`src/rtl/mem_arbiter_pkg.sv`:
```
// Shared types and default widths for the CPU/debug RAM arbiter.
package mem_arb_pkg;
    localparam int ADDR_W_DEF   = 8;
    localparam int DATA_W_DEF   = 16;
    localparam int LOCK_MAX_DEF = 255;

    typedef enum logic [1:0] {
        ARB_IDLE = 2'd0,
        ARB_CPU  = 2'd1,
        ARB_DBG  = 2'd2,
        ARB_LOCK = 2'd3
    } arb_state_t;

    typedef enum logic {
        OWN_CPU = 1'b0,
        OWN_DBG = 1'b1
    } owner_t;
endpackage

```
`src/rtl/mem_arbiter_if.sv`:
```
// Bus bundle between the two requesters, the arbiter and the RAM.
interface mem_arb_if
    import mem_arb_pkg::*;
#(
    parameter int ADDR_W = ADDR_W_DEF,
    parameter int DATA_W = DATA_W_DEF
);
    logic              cpu_req, cpu_write, cpu_gnt, cpu_rvalid;
    logic [ADDR_W-1:0] cpu_addr;
    logic [DATA_W-1:0] cpu_wdata, cpu_rdata;
    logic              dbg_req, dbg_write, dbg_lock, dbg_gnt, dbg_rvalid;
    logic [ADDR_W-1:0] dbg_addr;
    logic [DATA_W-1:0] dbg_wdata, dbg_rdata;
    logic [ADDR_W-1:0] mem_addr;
    logic              mem_write;
    logic [DATA_W-1:0] mem_din, mem_dout;
    logic              lock_timeout;

    modport slave (
        input  cpu_req, cpu_write, cpu_addr, cpu_wdata,
        output cpu_gnt, cpu_rvalid, cpu_rdata,
        input  dbg_req, dbg_write, dbg_addr, dbg_wdata, dbg_lock,
        output dbg_gnt, dbg_rvalid, dbg_rdata,
        output mem_addr, mem_write, mem_din,
        input  mem_dout,
        output lock_timeout
    );

    modport master (
        output cpu_req, cpu_write, cpu_addr, cpu_wdata,
        input  cpu_gnt, cpu_rvalid, cpu_rdata,
        output dbg_req, dbg_write, dbg_addr, dbg_wdata, dbg_lock,
        input  dbg_gnt, dbg_rvalid, dbg_rdata,
        input  mem_addr, mem_write, mem_din,
        output mem_dout,
        input  lock_timeout
    );
endinterface

```
`src/rtl/mem_arbiter_lock_watchdog.sv`:
```
// Debug-lock hold counter with forced-release compare and sticky timeout flag.
module lock_watchdog #(
    parameter int LOCK_MAX = 255
) (
    input  logic clk,
    input  logic reset,
    input  logic lock_active,
    input  logic lock_req,
    output logic expire,
    output logic lock_timeout
);
    localparam int CNT_W = $clog2(LOCK_MAX + 1);

    logic [CNT_W-1:0] r_cnt;
    logic             r_timeout;

    // Fires in the LOCK_MAX-th held cycle so the lock lasts exactly LOCK_MAX cycles.
    assign expire       = lock_active && lock_req && (r_cnt == CNT_W'(LOCK_MAX - 1));
    assign lock_timeout = r_timeout;

    always_ff @(posedge clk) begin
        if (reset) begin
            r_cnt     <= '0;
            r_timeout <= 1'b0;
        end else begin
            if (!lock_active || !lock_req || expire) begin
                r_cnt <= '0;
            end else begin
                r_cnt <= r_cnt + 1'b1;
            end
            if (expire) begin
                r_timeout <= 1'b1;
            end
        end
    end
endmodule

```
`src/rtl/mem_arbiter.sv`:
```
// CPU/debug arbiter for a single-port sync-read RAM with debug lock.
// Define ARB_ROUND_ROBIN_EN for alternating tie-break; default is CPU-first.
//
// state    | meaning
// ARB_IDLE | nobody won the previous cycle
// ARB_CPU  | CPU won the previous cycle
// ARB_DBG  | debug won the previous cycle (no lock taken)
// ARB_LOCK | debug owns the RAM exclusively, CPU blocked
module mem_arbiter
    import mem_arb_pkg::*;
#(
    parameter int ADDR_W   = ADDR_W_DEF,
    parameter int DATA_W   = DATA_W_DEF,
    parameter int LOCK_MAX = LOCK_MAX_DEF
) (
    input logic      clk,
    input logic      reset,
    mem_arb_if.slave bus
);
    arb_state_t        r_state, w_next_state;
    logic              r_tag_valid;
    owner_t            r_tag_owner;
    logic [ADDR_W-1:0] r_mem_addr;
    logic              r_lock_blocked;
    logic              w_cpu_gnt, w_dbg_gnt, w_lock_active, w_expire;
    logic              w_cpu_rvalid, w_dbg_rvalid;
    logic [ADDR_W-1:0] w_mem_addr;
    owner_t            w_tie_winner;

`ifdef ARB_ROUND_ROBIN_EN
    owner_t r_last_owner;

    assign w_tie_winner = (r_last_owner == OWN_DBG) ? OWN_CPU : OWN_DBG;

    always_ff @(posedge clk) begin
        if (reset) begin
            r_last_owner <= OWN_DBG;
        end else if (w_cpu_gnt) begin
            r_last_owner <= OWN_CPU;
        end else if (w_dbg_gnt) begin
            r_last_owner <= OWN_DBG;
        end
    end
`else
    assign w_tie_winner = OWN_CPU;
`endif

    assign w_lock_active = (r_state == ARB_LOCK);

    lock_watchdog #(.LOCK_MAX(LOCK_MAX)) u_lock_watchdog (
        .clk          (clk),
        .reset        (reset),
        .lock_active  (w_lock_active),
        .lock_req     (bus.dbg_lock),
        .expire       (w_expire),
        .lock_timeout (bus.lock_timeout)
    );

    always_comb begin
        w_cpu_gnt    = 1'b0;
        w_dbg_gnt    = 1'b0;
        w_next_state = ARB_IDLE;
        if (reset) begin
            w_next_state = ARB_IDLE;
        end else if (w_lock_active) begin
            w_dbg_gnt    = bus.dbg_req;
            w_next_state = (!bus.dbg_lock || w_expire) ? ARB_IDLE : ARB_LOCK;
        end else begin
            if (bus.cpu_req && bus.dbg_req) begin
                w_cpu_gnt = (w_tie_winner == OWN_CPU);
                w_dbg_gnt = !w_cpu_gnt;
            end else begin
                w_cpu_gnt = bus.cpu_req;
                w_dbg_gnt = bus.dbg_req;
            end
            // A forced release keeps the lock refused until dbg_lock drops once.
            if (w_dbg_gnt && bus.dbg_lock && !r_lock_blocked) begin
                w_next_state = ARB_LOCK;
            end else if (w_cpu_gnt) begin
                w_next_state = ARB_CPU;
            end else if (w_dbg_gnt) begin
                w_next_state = ARB_DBG;
            end
        end
    end

    assign w_mem_addr    = w_dbg_gnt ? bus.dbg_addr : (w_cpu_gnt ? bus.cpu_addr : r_mem_addr);
    assign bus.mem_addr  = w_mem_addr;
    assign bus.mem_din   = w_dbg_gnt ? bus.dbg_wdata : bus.cpu_wdata;
    assign bus.mem_write = (w_cpu_gnt & bus.cpu_write) | (w_dbg_gnt & bus.dbg_write);
    assign bus.cpu_gnt   = w_cpu_gnt;
    assign bus.dbg_gnt   = w_dbg_gnt;

    always_ff @(posedge clk) begin
        if (reset) begin
            r_state        <= ARB_IDLE;
            r_tag_valid    <= 1'b0;
            r_tag_owner    <= OWN_CPU;
            r_mem_addr     <= '0;
            r_lock_blocked <= 1'b0;
        end else begin
            r_state     <= w_next_state;
            r_tag_valid <= (w_cpu_gnt & ~bus.cpu_write) | (w_dbg_gnt & ~bus.dbg_write);
            r_tag_owner <= w_dbg_gnt ? OWN_DBG : OWN_CPU;
            if (w_cpu_gnt || w_dbg_gnt) begin
                r_mem_addr <= w_mem_addr;
            end
            if (!bus.dbg_lock) begin
                r_lock_blocked <= 1'b0;
            end else if (w_expire) begin
                r_lock_blocked <= 1'b1;
            end
        end
    end

    assign w_cpu_rvalid   = r_tag_valid && (r_tag_owner == OWN_CPU);
    assign w_dbg_rvalid   = r_tag_valid && (r_tag_owner == OWN_DBG);
    assign bus.cpu_rvalid = w_cpu_rvalid;
    assign bus.dbg_rvalid = w_dbg_rvalid;
    assign bus.cpu_rdata  = w_cpu_rvalid ? bus.mem_dout : '0;
    assign bus.dbg_rdata  = w_dbg_rvalid ? bus.mem_dout : '0;
endmodule

```
`src/flat_wrapper.sv`:
```
// flat-port wrapper written by rule: the top's interface ports become plain ports
module mem_arbiter_flat import mem_arb_pkg::*;
#(
    parameter int ADDR_W   = ADDR_W_DEF,
    parameter int DATA_W   = DATA_W_DEF,
    parameter int LOCK_MAX = LOCK_MAX_DEF
)
  (clk, reset, bus_cpu_req, bus_cpu_write, bus_cpu_addr, bus_cpu_wdata, bus_cpu_gnt, bus_cpu_rvalid, bus_cpu_rdata, bus_dbg_req, bus_dbg_write, bus_dbg_addr, bus_dbg_wdata, bus_dbg_lock, bus_dbg_gnt, bus_dbg_rvalid, bus_dbg_rdata, bus_mem_addr, bus_mem_write, bus_mem_din, bus_mem_dout, bus_lock_timeout);
  mem_arb_if #(.ADDR_W(ADDR_W), .DATA_W(DATA_W)) bus_i ();
  input logic clk;
  input logic reset;
  input wire logic [$bits(bus_i.cpu_req)-1:0] bus_cpu_req;
  input wire logic [$bits(bus_i.cpu_write)-1:0] bus_cpu_write;
  input wire logic [$bits(bus_i.cpu_addr)-1:0] bus_cpu_addr;
  input wire logic [$bits(bus_i.cpu_wdata)-1:0] bus_cpu_wdata;
  output wire logic [$bits(bus_i.cpu_gnt)-1:0] bus_cpu_gnt;
  output wire logic [$bits(bus_i.cpu_rvalid)-1:0] bus_cpu_rvalid;
  output wire logic [$bits(bus_i.cpu_rdata)-1:0] bus_cpu_rdata;
  input wire logic [$bits(bus_i.dbg_req)-1:0] bus_dbg_req;
  input wire logic [$bits(bus_i.dbg_write)-1:0] bus_dbg_write;
  input wire logic [$bits(bus_i.dbg_addr)-1:0] bus_dbg_addr;
  input wire logic [$bits(bus_i.dbg_wdata)-1:0] bus_dbg_wdata;
  input wire logic [$bits(bus_i.dbg_lock)-1:0] bus_dbg_lock;
  output wire logic [$bits(bus_i.dbg_gnt)-1:0] bus_dbg_gnt;
  output wire logic [$bits(bus_i.dbg_rvalid)-1:0] bus_dbg_rvalid;
  output wire logic [$bits(bus_i.dbg_rdata)-1:0] bus_dbg_rdata;
  output wire logic [$bits(bus_i.mem_addr)-1:0] bus_mem_addr;
  output wire logic [$bits(bus_i.mem_write)-1:0] bus_mem_write;
  output wire logic [$bits(bus_i.mem_din)-1:0] bus_mem_din;
  input wire logic [$bits(bus_i.mem_dout)-1:0] bus_mem_dout;
  output wire logic [$bits(bus_i.lock_timeout)-1:0] bus_lock_timeout;
  assign bus_i.cpu_req = bus_cpu_req;
  assign bus_i.cpu_write = bus_cpu_write;
  assign bus_i.cpu_addr = bus_cpu_addr;
  assign bus_i.cpu_wdata = bus_cpu_wdata;
  assign bus_cpu_gnt = bus_i.cpu_gnt;
  assign bus_cpu_rvalid = bus_i.cpu_rvalid;
  assign bus_cpu_rdata = bus_i.cpu_rdata;
  assign bus_i.dbg_req = bus_dbg_req;
  assign bus_i.dbg_write = bus_dbg_write;
  assign bus_i.dbg_addr = bus_dbg_addr;
  assign bus_i.dbg_wdata = bus_dbg_wdata;
  assign bus_i.dbg_lock = bus_dbg_lock;
  assign bus_dbg_gnt = bus_i.dbg_gnt;
  assign bus_dbg_rvalid = bus_i.dbg_rvalid;
  assign bus_dbg_rdata = bus_i.dbg_rdata;
  assign bus_mem_addr = bus_i.mem_addr;
  assign bus_mem_write = bus_i.mem_write;
  assign bus_mem_din = bus_i.mem_din;
  assign bus_i.mem_dout = bus_mem_dout;
  assign bus_lock_timeout = bus_i.lock_timeout;
  mem_arbiter #(.ADDR_W(ADDR_W), .DATA_W(DATA_W), .LOCK_MAX(LOCK_MAX)) u_core (.clk(clk), .reset(reset), .bus(bus_i));
endmodule
```
`config.mk`:
```
export PLATFORM = sky130hd
export DESIGN_NAME = mem_arbiter_flat
export DESIGN_NICKNAME = d
export VERILOG_FILES = /design/src/rtl/mem_arbiter_pkg.sv /design/src/rtl/mem_arbiter_if.sv /design/src/rtl/mem_arbiter_lock_watchdog.sv /design/src/rtl/mem_arbiter.sv /design/src/flat_wrapper.sv
export SDC_FILE = /design/constraint.sdc
export NUM_CORES = 1
export LEC_CHECK = 0
export CAP_MARGIN = 5
export CORE_MARGIN = 8
export CORE_UTILIZATION = 30
export CTS_CLUSTER_SIZE = 25
export DETAILED_ROUTE_END_ITERATION = 10
export GPL_TIMING_DRIVEN = 0
export PLACE_DENSITY = 0.78
export SKIP_CTS_REPAIR_TIMING = 1
export SLEW_MARGIN = 20
export SYNTH_ARGS = -nofsm -noshare
export SYNTH_HDL_FRONTEND = slang
export SYNTH_HIERARCHICAL = 1
export SYNTH_SLANG_ARGS = --single-unit
```
`constraint.sdc`:
```
create_clock -name clk -period 6.5 [get_ports clk]
set_input_delay 1.95 -clock clk [delete_from_list [all_inputs] [get_ports clk]]
set_output_delay 1.95 -clock clk [all_outputs]
set_load 0.02 [all_outputs]
```
# Yosys cells after proc, flatten, opt, wreduce, memory -nomap -nowiden
# Index checks and enable logic that the tools add are counted.
[classes]
mux = 21
n_eq_ne = 2
bitwise_logic = 10
n_shift = 0
order_cmp = 0
reduce_logical = 16
mul = 0
n_addsub = 1
div_mod_pow = 0
[op_table]
columns = ["cell", "count"]
rows = [
  ["two-way mux 16 bit", 3],
  ["two-way mux 8 bit", 2],
  ["two-way mux 1 bit", 11],
  ["two-way mux 2 bit", 5],
  ["adder 8 x 1 -> 8 bit, second input constant", 1],
  ["== test 8 bit, second input constant", 1],
  ["logical AND 1 bit", 7],
  ["AND 1 bit", 4],
  ["logical OR 1 bit", 4],
  ["inverter 1 bit", 4],
  ["OR reduction 2 bit", 2],
  ["zero test 1 bit", 3],
  ["== test 2 bit, second input constant", 1],
  ["bitwise OR 1 bit", 2],
]
[word_totals]
latch_bits = 0
out_inout_bits = 62
wordCells = 57
memories = 0
reg_bits = 22
ram_bits = 0
rom_bits = 0
in_bits = 71

# Longest topological paths before layout
# Gate-level depths: netlist of the first run.
[logic_depth]
depth_word = 8
depth_mapped = 7
depth_no_buf = 7

# By module
# Netlist of the first run, hierarchy kept.
[modules_own_cells]
columns = ["mod", "instances", "area_each_um2", "cells_per_inst", "seq_area_each_um2"]
rows = [
  ["mem_arbiter", 1, 1268.7, 155, 260.2],
  ["lock_watchdog", 1, 407.9, 47, 180.2],
]

# Worst setup path before layout of the first run
# No wires, ideal clock.
[synth_timing]
kind = "input port to output port"
from = "input bus_cpu_req"
to = "output bus_mem_addr[0]"
arrival_time_ps = 3043
t_required_ps = 4550
path_buffers = 1
cell_stages = 4
path_slack_ps = 1507
path_cell_list = "a21boi_4 > buf_2 > nor3_1 > a211oi_1"
[synth_via]
elab_chain_len = 8
elab_cells_between_ends = 13
cone_classes = "mux (12); reduce/logical (1)"
[synth_rtl]
columns = ["element", "line_no", "rtl"]
rows = [
  ["start: declaration", "flat_wrapper.sv:12", "input wire logic [$bits(bus_i.cpu_req)-1:0] bus_cpu_req;"],
  ["logical AND 1 bit", "mem_arbiter.sv:69", "if (bus.cpu_req && bus.dbg_req) begin"],
  ["two-way mux 1 bit", "mem_arbiter.sv:69", ""],
  ["two-way mux 1 bit", "mem_arbiter.sv:65", "end else if (w_lock_active) begin"],
  ["two-way mux 1 bit", "mem_arbiter.sv:63", "if (reset) begin"],
  ["two-way mux 1 bit", "mem_arbiter.sv:65", ""],
  ["two-way mux 1 bit", "mem_arbiter.sv:63", ""],
  ["two-way mux 8 bit", "mem_arbiter.sv:87", "assign w_mem_addr = w_dbg_gnt ? bus.dbg_addr : (w_cpu_gnt ? bus.cpu_addr : r_mem_addr);"],
  ["two-way mux 8 bit *", "mem_arbiter.sv:87", ""],
  ["end: declaration", "flat_wrapper.sv:27", "output wire logic [$bits(bus_i.mem_addr)-1:0] bus_mem_addr;"],
]
# Every way passes the cells marked *; elsewhere a longest branch is shown, timed or not. The select of a mux whose other input is x is not followed.

# Final worst setup path of the first run
[layout_timing]
from = "input reset"
to = "output bus_mem_din[9]"
[layout_via]
elab_chain_len = 2
[layout_rtl]
columns = ["element", "line_no", "rtl"]
rows = [
  ["start: declaration", "flat_wrapper.sv:11", "input logic reset;"],
  ["two-way mux 1 bit", "mem_arbiter.sv:63", ""],
  ["two-way mux 16 bit", "mem_arbiter.sv:89", "assign bus.mem_din = w_dbg_gnt ? bus.dbg_wdata : bus.cpu_wdata;"],
  ["end: declaration", "flat_wrapper.sv:29", "output wire logic [$bits(bus_i.mem_din)-1:0] bus_mem_din;"],
]
# Every way passes these cells.

==> metrics.md, run 1 <==
| Metric | Value |
|---|---|
| Main synth FF type | `dfxtp_1` |
| Vias | `between 1.5k and 2k` |
| Worst Hold Class | `reg -> reg` |
| Post-Syn Area per Cell | `a little over 8 um2` |
| Clk_skew | `a little under 0.009 ns` |
| Port bufs | `between 100 and 150` |
| First drt pass iteration count | `4` |
| Final-report setup violation count | `0` |
| Synth cell types | `35` |
| Synthesized instance count | `just over 200` |
| Vias per inst | `around 4.8` |
| Fraction of registers with async set/reset | `0` |
| Drt wl/cell | `~17 um` |
| Die area | `between 8000 and 9000 um2` |
| Cells taking the most area after synthesis | `dfxtp_1 26%, mux2_4 8.1%, a211oi_1 7.2%` |
| Non-Filler Instances | `between 400 and 500` |
| Critical Path RT | `about 4.6 ns` |
| Crit share post-route | `0.931` |
| Seq cells post-synth | `22` |
| Global-route wire length before repair | `10.7 mm` |
| Layout cell share with drive strength beyond 1 | `0.101` |
| Top-count cell post-synth | `dfxtp_1` |
| Die height | `90.8 um` |
| Mapped Nets | `275` |
| Hold_ws | `roughly 0.47 ns` |
| Worst Path Class, Setup | `in -> out` |
| Commonest cells post-synth | `22 x dfxtp_1, 17 x and2_1, 17 x and3_1, 17 x nor2_1, 17 x nor3_1` |
| Multiplexer share of the synthesized area | `0.175` |
| Ports | `roughly 130` |
| Synth Area in Compound Gates | `0.132` |
| Syn Std Cell Area | `1680 um2` |
| Initial antenna violation count | `0` |
| Number of CTS-inserted buffers | `3` |
| Largest family of logic cells by synthesized area | `simple AND/OR/NAND/NOR gates` |
| Initial Utilization | `0.308` |
| Synth area leader | `dfxtp_1` |
| Final Hold Fails | `0` |
| Seq/Total Area, Yosys | `0.263` |
| Reg clk slew, reported paths | `approximately 0.070 ns` |
| Post-DRT Antenna Nets | `0` |
| H-tree levels | `1` |
| Yosys warns | `6` |
| Ant diodes | `0` |
| Initial DRC count | `between 100 and 150` |
| Total grt overflow | `0` |
| Die Width | `90.8 um` |
| Post-synth EDFFs | `0` |
| Crit path arrival time | `approximately 4 ns` |
| Num rows | `27` |
| GR Util All Layers | `0.158` |
| Maxcap violations | `0` |
| Placement Setup Slack | `0.443 ns` |
| Slew Viols, Final | `0` |
| Leakage | `approximately 1.2 nW` |
| # clock sinks | `22` |
| Crit path launch type | `primary input` |
| CTS tree | `done` |
| Nets | `411` |
| Crit end category | `output pin` |
| Final WS setup | `about 0.45 ns` |
| DR DRC count | `0` |
| Setup TNS | `0 ns` |
| Worst-margin pin slew | `0.703 ns` |
| Slew HR | `0.530` |
| Largest net degree at the start of global routing | `13` |
| CTS Buffer Depth | `2` |
| Number of fill cells | `about 480` |
| Post-Synth XOR/XNOR Area | `0.0157` |
| Core area | `roughly 5400 um2` |
| Power per cell area | `130 nW/um2` |
| Top-area cell type share of the netlist area | `0.263` |
| Fmax | `about 170 MHz` |
| Clock Latency Late Sink | `about 0.27 ns` |
| Fin crit period | `6.05 ns` |
| Hpwl dp | `around 5.7 mm` |
| Via count of the first global-routing pass | `1915` |
| Root Buffer | `clkbuf_8` |
| Status | `completed` |
| Adder-cell area share of the yosys netlist | `0.0149` |
| Placed cells | `405` |
| Maximum fanout along the worst path | `10` |
| Simple-Gate Fraction of Synth Area | `0.325` |
| VDD IR max | `between 0.1 and 0.15 mV` |
| Unrepaired setup endpoints after global routing | `false` |
| Total Wirelength | `about 6.9 mm` |
| Layout area overhead | `86.9%` |
| Global placer's final weighted congestion | `0.775` |
[state kept, by name, indices dropped and copies added (netlist names)]
signal,count
u_core/r_lock_blocked,1
u_core/u_lock_watchdog/r_cnt,8
u_core/r_state,2
u_core/u_lock_watchdog/lock_timeout,1
u_core/r_mem_addr,8
u_core/r_tag_valid,1
u_core/r_tag_owner,1
[layout make-up]
cell class                 instances  area, um2  share of cell area
inverter                          11       41.3              0.0132
sequential                        22        440               0.141
clock buffer                       4       55.1              0.0176
multi-input combinational        155       1110               0.355
tap                               72       90.1              0.0288
buffer                            14       82.6              0.0264
timing repair buffer             131       1310               0.419
[critical path, stage by stage]
cell and delay [ns]:
clkdlybuf4s50_1 0.54, nand2b_1 0.23, buf_6 0.16, nor2_8 0.16, buf_6 0.20, mux2_4 0.30, clkdlybuf4s50_1 0.56
[report_power, final]
part | switching [mW] | internal (mW)
Sequential | 0.00424 | 0.140
Combinational | 0.0698 | 0.0936
Clock | 0.0456 | 0.0541
[routing by layer]
layer  global-route usage  routed length (um)
met4               0.0319                  42
met2                0.297                3610
met1                0.163                2590
met3               0.0557                 629
met5                    0                   0
[per-stage QoR]
stage | utilization | area (um2) | total power [mW]
floorplan | - | 1680 | 0.218
global placement | 0.566 | 3080 | 0.308
detailed placement | 0.566 | 3080 | 0.311
CTS | 0.576 | 3130 | 0.412
global route | 0.576 | 3130 | 0.427
finish | 0.576 | 3130 | 0.407
[cells in the final DEF (no fill, tap or decap), types with 5 or more instances in the layout]
cell type          n
nand3_1            6
and3_1            17
mux2_4             9
buf_2              6
nor2_1            17
mux2i_1            8
and2_1            17
inv_1             11
mux2_2             7
nor3_1            17
dfxtp_1           22
a211oi_1          16
nand2_1            6
clkdlybuf4s50_1  131
a21oi_1            5
[kinds of logic after synthesis]
kind of cell | count (synthesis)
AOI/OAI and AO/OA | 30
DFF | 22
adders and majority gates | 2
buffers and inverters | 25
xor gates and xnor gates | 3
muxes | 24
and+or+nand+nor | 96
[worst paths after layout]
kind / startpoint / end / slack [ns] / depth (start not counted)
min reg2reg: u_core/u_lock_watchdog/r_cnt[0] / u_core/u_lock_watchdog/r_cnt[0] / 0.47 / 1
min: u_core/u_lock_watchdog/r_cnt[0] / u_core/u_lock_watchdog/r_cnt[0] / 0.47 / 1
max: reset / bus_mem_din[9] / 0.45 / 7
max reg2reg: u_core/u_lock_watchdog/r_cnt[0] / u_core/r_state[0] / 5.06 / 7
(Power assumes the default switching activity.)
==> run 2, diff against run 1 <==
--- a/config.mk
+++ b/config.mk
@@ -11,7 +11,7 @@
 export CTS_CLUSTER_SIZE = 25
 export DETAILED_ROUTE_END_ITERATION = 10
 export GPL_TIMING_DRIVEN = 0
-export PLACE_DENSITY = 0.78
+export PLACE_DENSITY = 0.74
 export SKIP_CTS_REPAIR_TIMING = 1
 export SLEW_MARGIN = 20
 export SYNTH_ARGS = -nofsm -noshare
==> metrics.md, run 2 (synthesis gave the netlist of run 1 again) <==
| Metric | Value |
|---|---|
| Status | `completed (unchanged)` |
| Setup TNS | `0 ns (unchanged)` |
| Drt wl/cell | `16.8 um (about the same)` |
| Logic gate share of total power | `0.375 (was 0.401)` |
| CTS Buffer Depth | `2 (unchanged)` |
| Final-report setup violation count | `0 (unchanged)` |
| CTS tree | `done (unchanged)` |
| Nets | `411 (unchanged)` |
| # clock sinks | `22 (unchanged)` |
| Die height | `90.8 um (unchanged)` |
| Worst Hold Class | `reg -> reg (unchanged)` |
| Global-route wire length before repair | `11.0 mm (was 10.7 mm)` |
| DR DRC count | `0 (unchanged)` |
| Fmax | `165 MHz (about the same)` |
| Initial Utilization | `0.308 (unchanged)` |
| Worst Path Class, Setup | `in -> out (unchanged)` |
| Sequential share of power | `0.331 (was 0.354)` |
| Maximum fanout along the worst path | `10 (unchanged)` |
| Layout area overhead | `87.8% (was 86.9%)` |
| Commonest non-fill, non-tap cells in the layout | `131 x clkdlybuf4s50_1, 22 x dfxtp_1 (unchanged)` |
| Commonest non-fill, non-tap cell in the layout | `clkdlybuf4s50_1 (unchanged)` |
| Reg clk slew, reported paths | `0.08 ns (was 0.07 ns)` |
| First drt pass iteration count | `4 (unchanged)` |
| Clock Latency Late Sink | `0.26 ns (was 0.27 ns)` |
| Power Internal | `0.316 mW (was 0.288 mW)` |
| Clock share of power | `0.294 (was 0.245)` |
| Number of CTS-inserted buffers | `3 (unchanged)` |
| Slew HR | `0.531 (was 0.530)` |
| Initial antenna violation count | `0 (unchanged)` |
| Slew Viols, Final | `0 (unchanged)` |
| Vias | `1953 (was 1956)` |
| Worst-margin pin slew | `0.701 ns (was 0.703 ns)` |
| Ant diodes | `0 (unchanged)` |
| Sw Share | `0.274 (was 0.294)` |
| Critical Path RT | `4.55 ns (about the same)` |
| GR Util All Layers | `0.160 (was 0.158)` |
| Root Buffer | `clkbuf_8 (unchanged)` |
| Final Hold Fails | `0 (unchanged)` |
| H-tree levels | `1 (unchanged)` |
| Initial DRC count | `56 (was 106)` |
| CP startpoint | `reset (unchanged)` |
| Crit end category | `output pin (unchanged)` |
| Largest net degree at the start of global routing | `14 (was 13)` |
| Layout cell share with drive strength beyond 1 | `0.101 (unchanged)` |
| Ports | `133 (unchanged)` |
| Leakage | `1.24 nW (about the same)` |
| Crit path arrival time | `4.12 ns (was 4.10 ns)` |
| Unrepaired setup endpoints after global routing | `false (unchanged)` |
| Reg2reg setup slack | `5.02 ns (was 5.06 ns)` |
| Maxcap violations | `0 (unchanged)` |
| Reg2Reg Depth | `7 (unchanged)` |
| Hpwl dp | `5.63 mm (was 5.70 mm)` |
| Fin crit period | `6.07 ns (was 6.05 ns)` |
| Top Registers | `u_core/r_mem_addr (8), u_core/u_lock_watchdog/r_cnt (8), u_core/r_state (2) (unchanged)` |
| Total Wirelength | `6.88 mm (was 6.87 mm)` |
| Port bufs | `131 (unchanged)` |
| Crit path launch type | `primary input (unchanged)` |
| Crit share post-route | `0.934 (was 0.931)` |
| Core area | `5440 um2 (unchanged)` |
| Die Width | `90.8 um (unchanged)` |
| R2r startpoint | `u_core/u_lock_watchdog/r_cnt[0] (unchanged)` |
| Clk_skew | `0.00212 ns (was 0.00864 ns)` |
| Sw power | `0.119 mW (was 0.120 mW)` |
| Via count of the first global-routing pass | `1991 (was 1915)` |
| Global placer's final weighted congestion | `0.831 (was 0.775)` |
| Vias per inst | `4.78 (about the same)` |
| Critical path endpoint | `bus_mem_din[13] (was bus_mem_din[9])` |
| Reg-to-reg endpoint | `u_core/r_state[0] (unchanged)` |
| Fin util | `0.579 (was 0.576)` |
| Power per cell area | `138 nW/um2 (was 130 nW/um2)` |
| VDD IR max | `0.0848 mV (was 0.137 mV)` |
| Total grt overflow | `0 (unchanged)` |
| Die area | `8240 um2 (unchanged)` |
| Post-DRT Antenna Nets | `0 (unchanged)` |
| Num rows | `27 (unchanged)` |
-- run 2: cell types whose count changed in the layout (fill, tap and decap cells not counted) --
cell,before,now
bufinv_16,0,1
clkbuf_8,4,3
-- run 2: power by group through the flow --
stage | logic (mW) | clock network (mW) | registers, mW
2_1_floorplan | 0.0722 | 0 | 0.146
3_3_place_gp | 0.161 | 0 | 0.147
3_5_place_dp | 0.164 | 0 | 0.147
4_1_cts | 0.164 | 0.131 | 0.144
5_1_grt | 0.173 | 0.137 | 0.145
6_report | 0.163 | 0.128 | 0.144
-- run 2: cell type report --
| type | instances | area [um2] |
|---|---|---|
| clock buffer | 3 | 41.3 |
| sequential | 22 | 440 |
| inverter | 11 | 41.3 |
| clock inverter | 1 | 30.0 |
| fill | 491 | 2290 |
| timing repair buffer | 131 | 1310 |
| buffer | 14 | 82.6 |
| tap | 72 | 90.1 |
| multi-input combinational | 155 | 1110 |
-- run 2: metal layers --
metal  vias to the layer above  track usage  routed length, um
met5                         -            0                  0
met4                         0       0.0250                 12
met3                         2       0.0490                659
met2                        86        0.285               3330
met1                       876        0.184               2880
li1                        989            -                  -
-- run 2: worst min path at each step --
stage	slack, ns	start	endpoint	depth (start not counted)
floorplan	0.44	u_core/u_lock_watchdog/r_cnt[0]	u_core/u_lock_watchdog/r_cnt[0]	1
global placement	0.45	u_core/u_lock_watchdog/r_cnt[0]	u_core/u_lock_watchdog/r_cnt[0]	1
detailed placement	0.46	u_core/u_lock_watchdog/lock_timeout	u_core/u_lock_watchdog/lock_timeout	2
CTS	0.48	u_core/u_lock_watchdog/lock_timeout	u_core/u_lock_watchdog/lock_timeout	2
global route	0.50	u_core/u_lock_watchdog/r_cnt[0]	u_core/u_lock_watchdog/r_cnt[0]	1
finish	0.47	u_core/u_lock_watchdog/lock_timeout	u_core/u_lock_watchdog/lock_timeout	2
-- run 2: stage by stage --
step                hold WS (ns)  setup slack, ns  area (um2)  total power [mW]  instances
floorplan                  0.437             1.51        1680             0.218        202
global placement           0.450            0.451        3080             0.308        405
detailed placement         0.463            0.419        3080             0.311        405
CTS                        0.476            0.425        3150             0.440        409
global route               0.500            0.371        3150             0.455        409
finish                     0.474            0.431        3150             0.435        409
-- run 2: worst max-delay path, stage by stage --
cell and delay, ns:
clkdlybuf4s50_1 0.55, nand2b_1 0.23, buf_6 0.15, nor2_8 0.16, buf_6 0.20, mux2_4 0.31, clkdlybuf4s50_1 0.55
==> run 3, diff against run 2 <==
--- a/config.mk
+++ b/config.mk
@@ -8,6 +8,7 @@
 export CAP_MARGIN = 5
 export CORE_MARGIN = 8
 export CORE_UTILIZATION = 30
+export CTS_BUF_LIST = sky130_fd_sc_hd__clkbuf_4
 export CTS_CLUSTER_SIZE = 25
 export DETAILED_ROUTE_END_ITERATION = 10
 export GPL_TIMING_DRIVEN = 0
==> metrics.md, run 3 (synthesis gave the netlist of run 1 again) <==
| Metric | Value |
|---|---|
| Initial Utilization | `0.308 (unchanged)` |
| Slew Viols, Final | `0 (unchanged)` |
| GR Util All Layers | `0.159 (was 0.160)` |
| Stages on worst setup path | `7 (unchanged)` |
| Initial antenna violation count | `0 (unchanged)` |
| Reg2reg setup slack | `5.01 ns (was 5.02 ns)` |
| Vias | `1973 (was 1953)` |
| Crit path launch type | `primary input (unchanged)` |
| Ports | `133 (unchanged)` |
| Clock Latency Late Sink | `0.30 ns (was 0.26 ns)` |
| Total Wirelength | `6.88 mm (about the same)` |
| Critical path endpoint | `bus_mem_din[13] (unchanged)` |
| H-tree levels | `1 (unchanged)` |
| CTS Buffer Depth | `2 (unchanged)` |
| Maxcap violations | `0 (unchanged)` |
| Top Registers | `u_core/r_mem_addr (8), u_core/u_lock_watchdog/r_cnt (8), u_core/r_state (2) (unchanged)` |
| Worst-margin pin slew | `0.672 ns (was 0.701 ns)` |
| Die height | `90.8 um (unchanged)` |
| Die Width | `90.8 um (unchanged)` |
| Fmax | `165 MHz (about the same)` |
| Layout area overhead | `86.7% (was 87.8%)` |
| Post-DRT Antenna Nets | `0 (unchanged)` |
| Total grt overflow | `0 (unchanged)` |
| R2r startpoint | `u_core/u_lock_watchdog/r_cnt[0] (unchanged)` |
| Final-report setup violation count | `0 (unchanged)` |
| CTS tree | `done (unchanged)` |
| Global placer's final weighted congestion | `0.831 (unchanged)` |
| # clock sinks | `22 (unchanged)` |
| Worst path slowest cell | `clkdlybuf4s50_1 (unchanged)` |
| Largest net degree at the start of global routing | `14 (unchanged)` |
| CP startpoint | `reset (unchanged)` |
| Fin crit period | `6.05 ns (was 6.07 ns)` |
| Hpwl dp | `5.63 mm (unchanged)` |
| CP top delay family | `buffers and inverters (unchanged)` |
| Reg2Reg Depth | `7 (unchanged)` |
| Setup TNS | `0 ns (unchanged)` |
| Clk_skew | `0.00225 ns (was 0.00212 ns)` |
| Reg clk slew, reported paths | `0.13 ns (was 0.08 ns)` |
| Die area | `8240 um2 (unchanged)` |
| Post-route cell area | `3130 um2 (was 3150 um2)` |
| Max stage delay on crit path | `0.55 ns (about the same)` |
| Power Internal | `0.296 mW (was 0.316 mW)` |
| Worst Hold Class | `reg -> reg (unchanged)` |
| Slew HR | `0.551 (was 0.531)` |
| Via count of the first global-routing pass | `1980 (was 1991)` |
| Maximum fanout along the worst path | `10 (unchanged)` |
| Status | `completed (unchanged)` |
| Number of CTS-inserted buffers | `3 (unchanged)` |
| Hold_ws | `0.480 ns (was 0.474 ns)` |
| VDD IR max | `0.126 mV (was 0.0848 mV)` |
| Critical Path RT | `4.55 ns (about the same)` |
| Sw power | `0.117 mW (was 0.119 mW)` |
| Sw Share | `0.283 (was 0.274)` |
| Ant diodes | `0 (unchanged)` |
| Commonest non-fill, non-tap cells in the layout | `131 x clkdlybuf4s50_1, 22 x dfxtp_1 (unchanged)` |
| Leakage | `1.24 nW (about the same)` |
| Global-route wire length before repair | `10.9 mm (was 11.0 mm)` |
| Crit share post-route | `0.931 (was 0.934)` |
| WP buf/inv | `4 (unchanged)` |
| Power per cell area | `132 nW/um2 (was 138 nW/um2)` |
| DR DRC count | `0 (unchanged)` |
| Fin util | `0.576 (was 0.579)` |
| Crit path arrival time | `4.10 ns (was 4.12 ns)` |
| Commonest non-fill, non-tap cell in the layout | `clkdlybuf4s50_1 (unchanged)` |
| Reg-to-reg endpoint | `u_core/r_state[0] (unchanged)` |
| Port bufs | `131 (unchanged)` |
| Initial DRC count | `50 (was 56)` |
| Layout cell share with drive strength beyond 1 | `0.101 (unchanged)` |
| First drt pass iteration count | `4 (unchanged)` |
| Crit end category | `output pin (unchanged)` |
| Worst Path Class, Setup | `in -> out (unchanged)` |
| Placed Area | `3080 um2 (unchanged)` |
| Final Hold Fails | `0 (unchanged)` |
| Vias per inst | `4.82 (was 4.78)` |
| Logic gate share of total power | `0.395 (was 0.375)` |
| Sequential share of power | `0.350 (was 0.331)` |
| Clock share of power | `0.256 (was 0.294)` |
| Core area | `5440 um2 (unchanged)` |
| Nets | `411 (unchanged)` |
| Number of fill cells | `494 (was 491)` |
| Root Buffer | `clkbuf_4 (was clkbuf_8)` |
| Crit-path cells | `clkdlybuf4s50_1, nand2b_1, buf_6, nor2_8, buf_6, mux2_4, clkdlybuf4s50_1 (unchanged)` |
| Drt wl/cell | `16.8 um (about the same)` |
| Unrepaired setup endpoints after global routing | `false (unchanged)` |
| Num rows | `27 (unchanged)` |
run 3: cell counts in the layout (fill, tap and decap cells not counted):
No cell type changed its count.
run 3: power groups by stage:
stage | registers [mW] | clock network, mW | logic (mW)
floorplan | 0.146 | 0 | 0.0722
global placement | 0.147 | 0 | 0.161
detailed placement | 0.147 | 0 | 0.164
CTS | 0.144 | 0.108 | 0.164
global route | 0.145 | 0.113 | 0.173
finish | 0.144 | 0.106 | 0.163
run 3: how the worst min path moves through the flow:
stage | from | end | slack, ns | depth (start not counted)
floorplan | u_core/u_lock_watchdog/r_cnt[0] | u_core/u_lock_watchdog/r_cnt[0] | 0.44 | 1
global placement | u_core/u_lock_watchdog/r_cnt[0] | u_core/u_lock_watchdog/r_cnt[0] | 0.45 | 1
detailed placement | u_core/u_lock_watchdog/lock_timeout | u_core/u_lock_watchdog/lock_timeout | 0.46 | 2
CTS | u_core/u_lock_watchdog/lock_timeout | u_core/u_lock_watchdog/lock_timeout | 0.48 | 2
global route | u_core/u_lock_watchdog/r_cnt[0] | u_core/u_lock_watchdog/r_cnt[0] | 0.51 | 1
finish | u_core/u_lock_watchdog/lock_timeout | u_core/u_lock_watchdog/lock_timeout | 0.48 | 2
run 3: metrics by stage:
step	setup WS [ns]	std cells	power (mW)
global placement	0.451	405	0.308
global route	0.372	409	0.432
CTS	0.422	409	0.416
detailed placement	0.419	405	0.311
finish	0.446	409	0.413
floorplan	1.51	202	0.218
run 3: per-layer routing:
layer  global-route usage  routed length [um]  vias to the layer above
met4               0.0166                  15                        0
met2                0.284                3300                       91
met1                0.185                2880                      887
met5                    0                   0                        -
li1                     -                   -                      993
met3               0.0515                 680                        2
run 3: worst reg2reg max path, delay by kind of cell (launching register included):
family                     cells  cell delay, ns
and+or+nand+nor                4            0.66
buffers and inverters          1            0.07
DFF                            1            0.37
AOI/OAI and AO/OA              1            0.10
adders and majority gates      1            0.18
run 3: final cells by class:
| class | count | area, um2 | area share |
|---|---|---|---|
| Tap cell | 72 | 90.1 | 0.0288 |
| Multi-Input combinational cell | 155 | 1110 | 0.355 |
| Inverter | 11 | 41.3 | 0.0132 |
| Sequential cell | 22 | 440 | 0.141 |
| Clock inverter | 1 | 30.0 | 0.00959 |
| Buffer | 14 | 82.6 | 0.0264 |
| Clock buffer | 3 | 22.5 | 0.00719 |
| Timing Repair Buffer | 131 | 1310 | 0.419 |
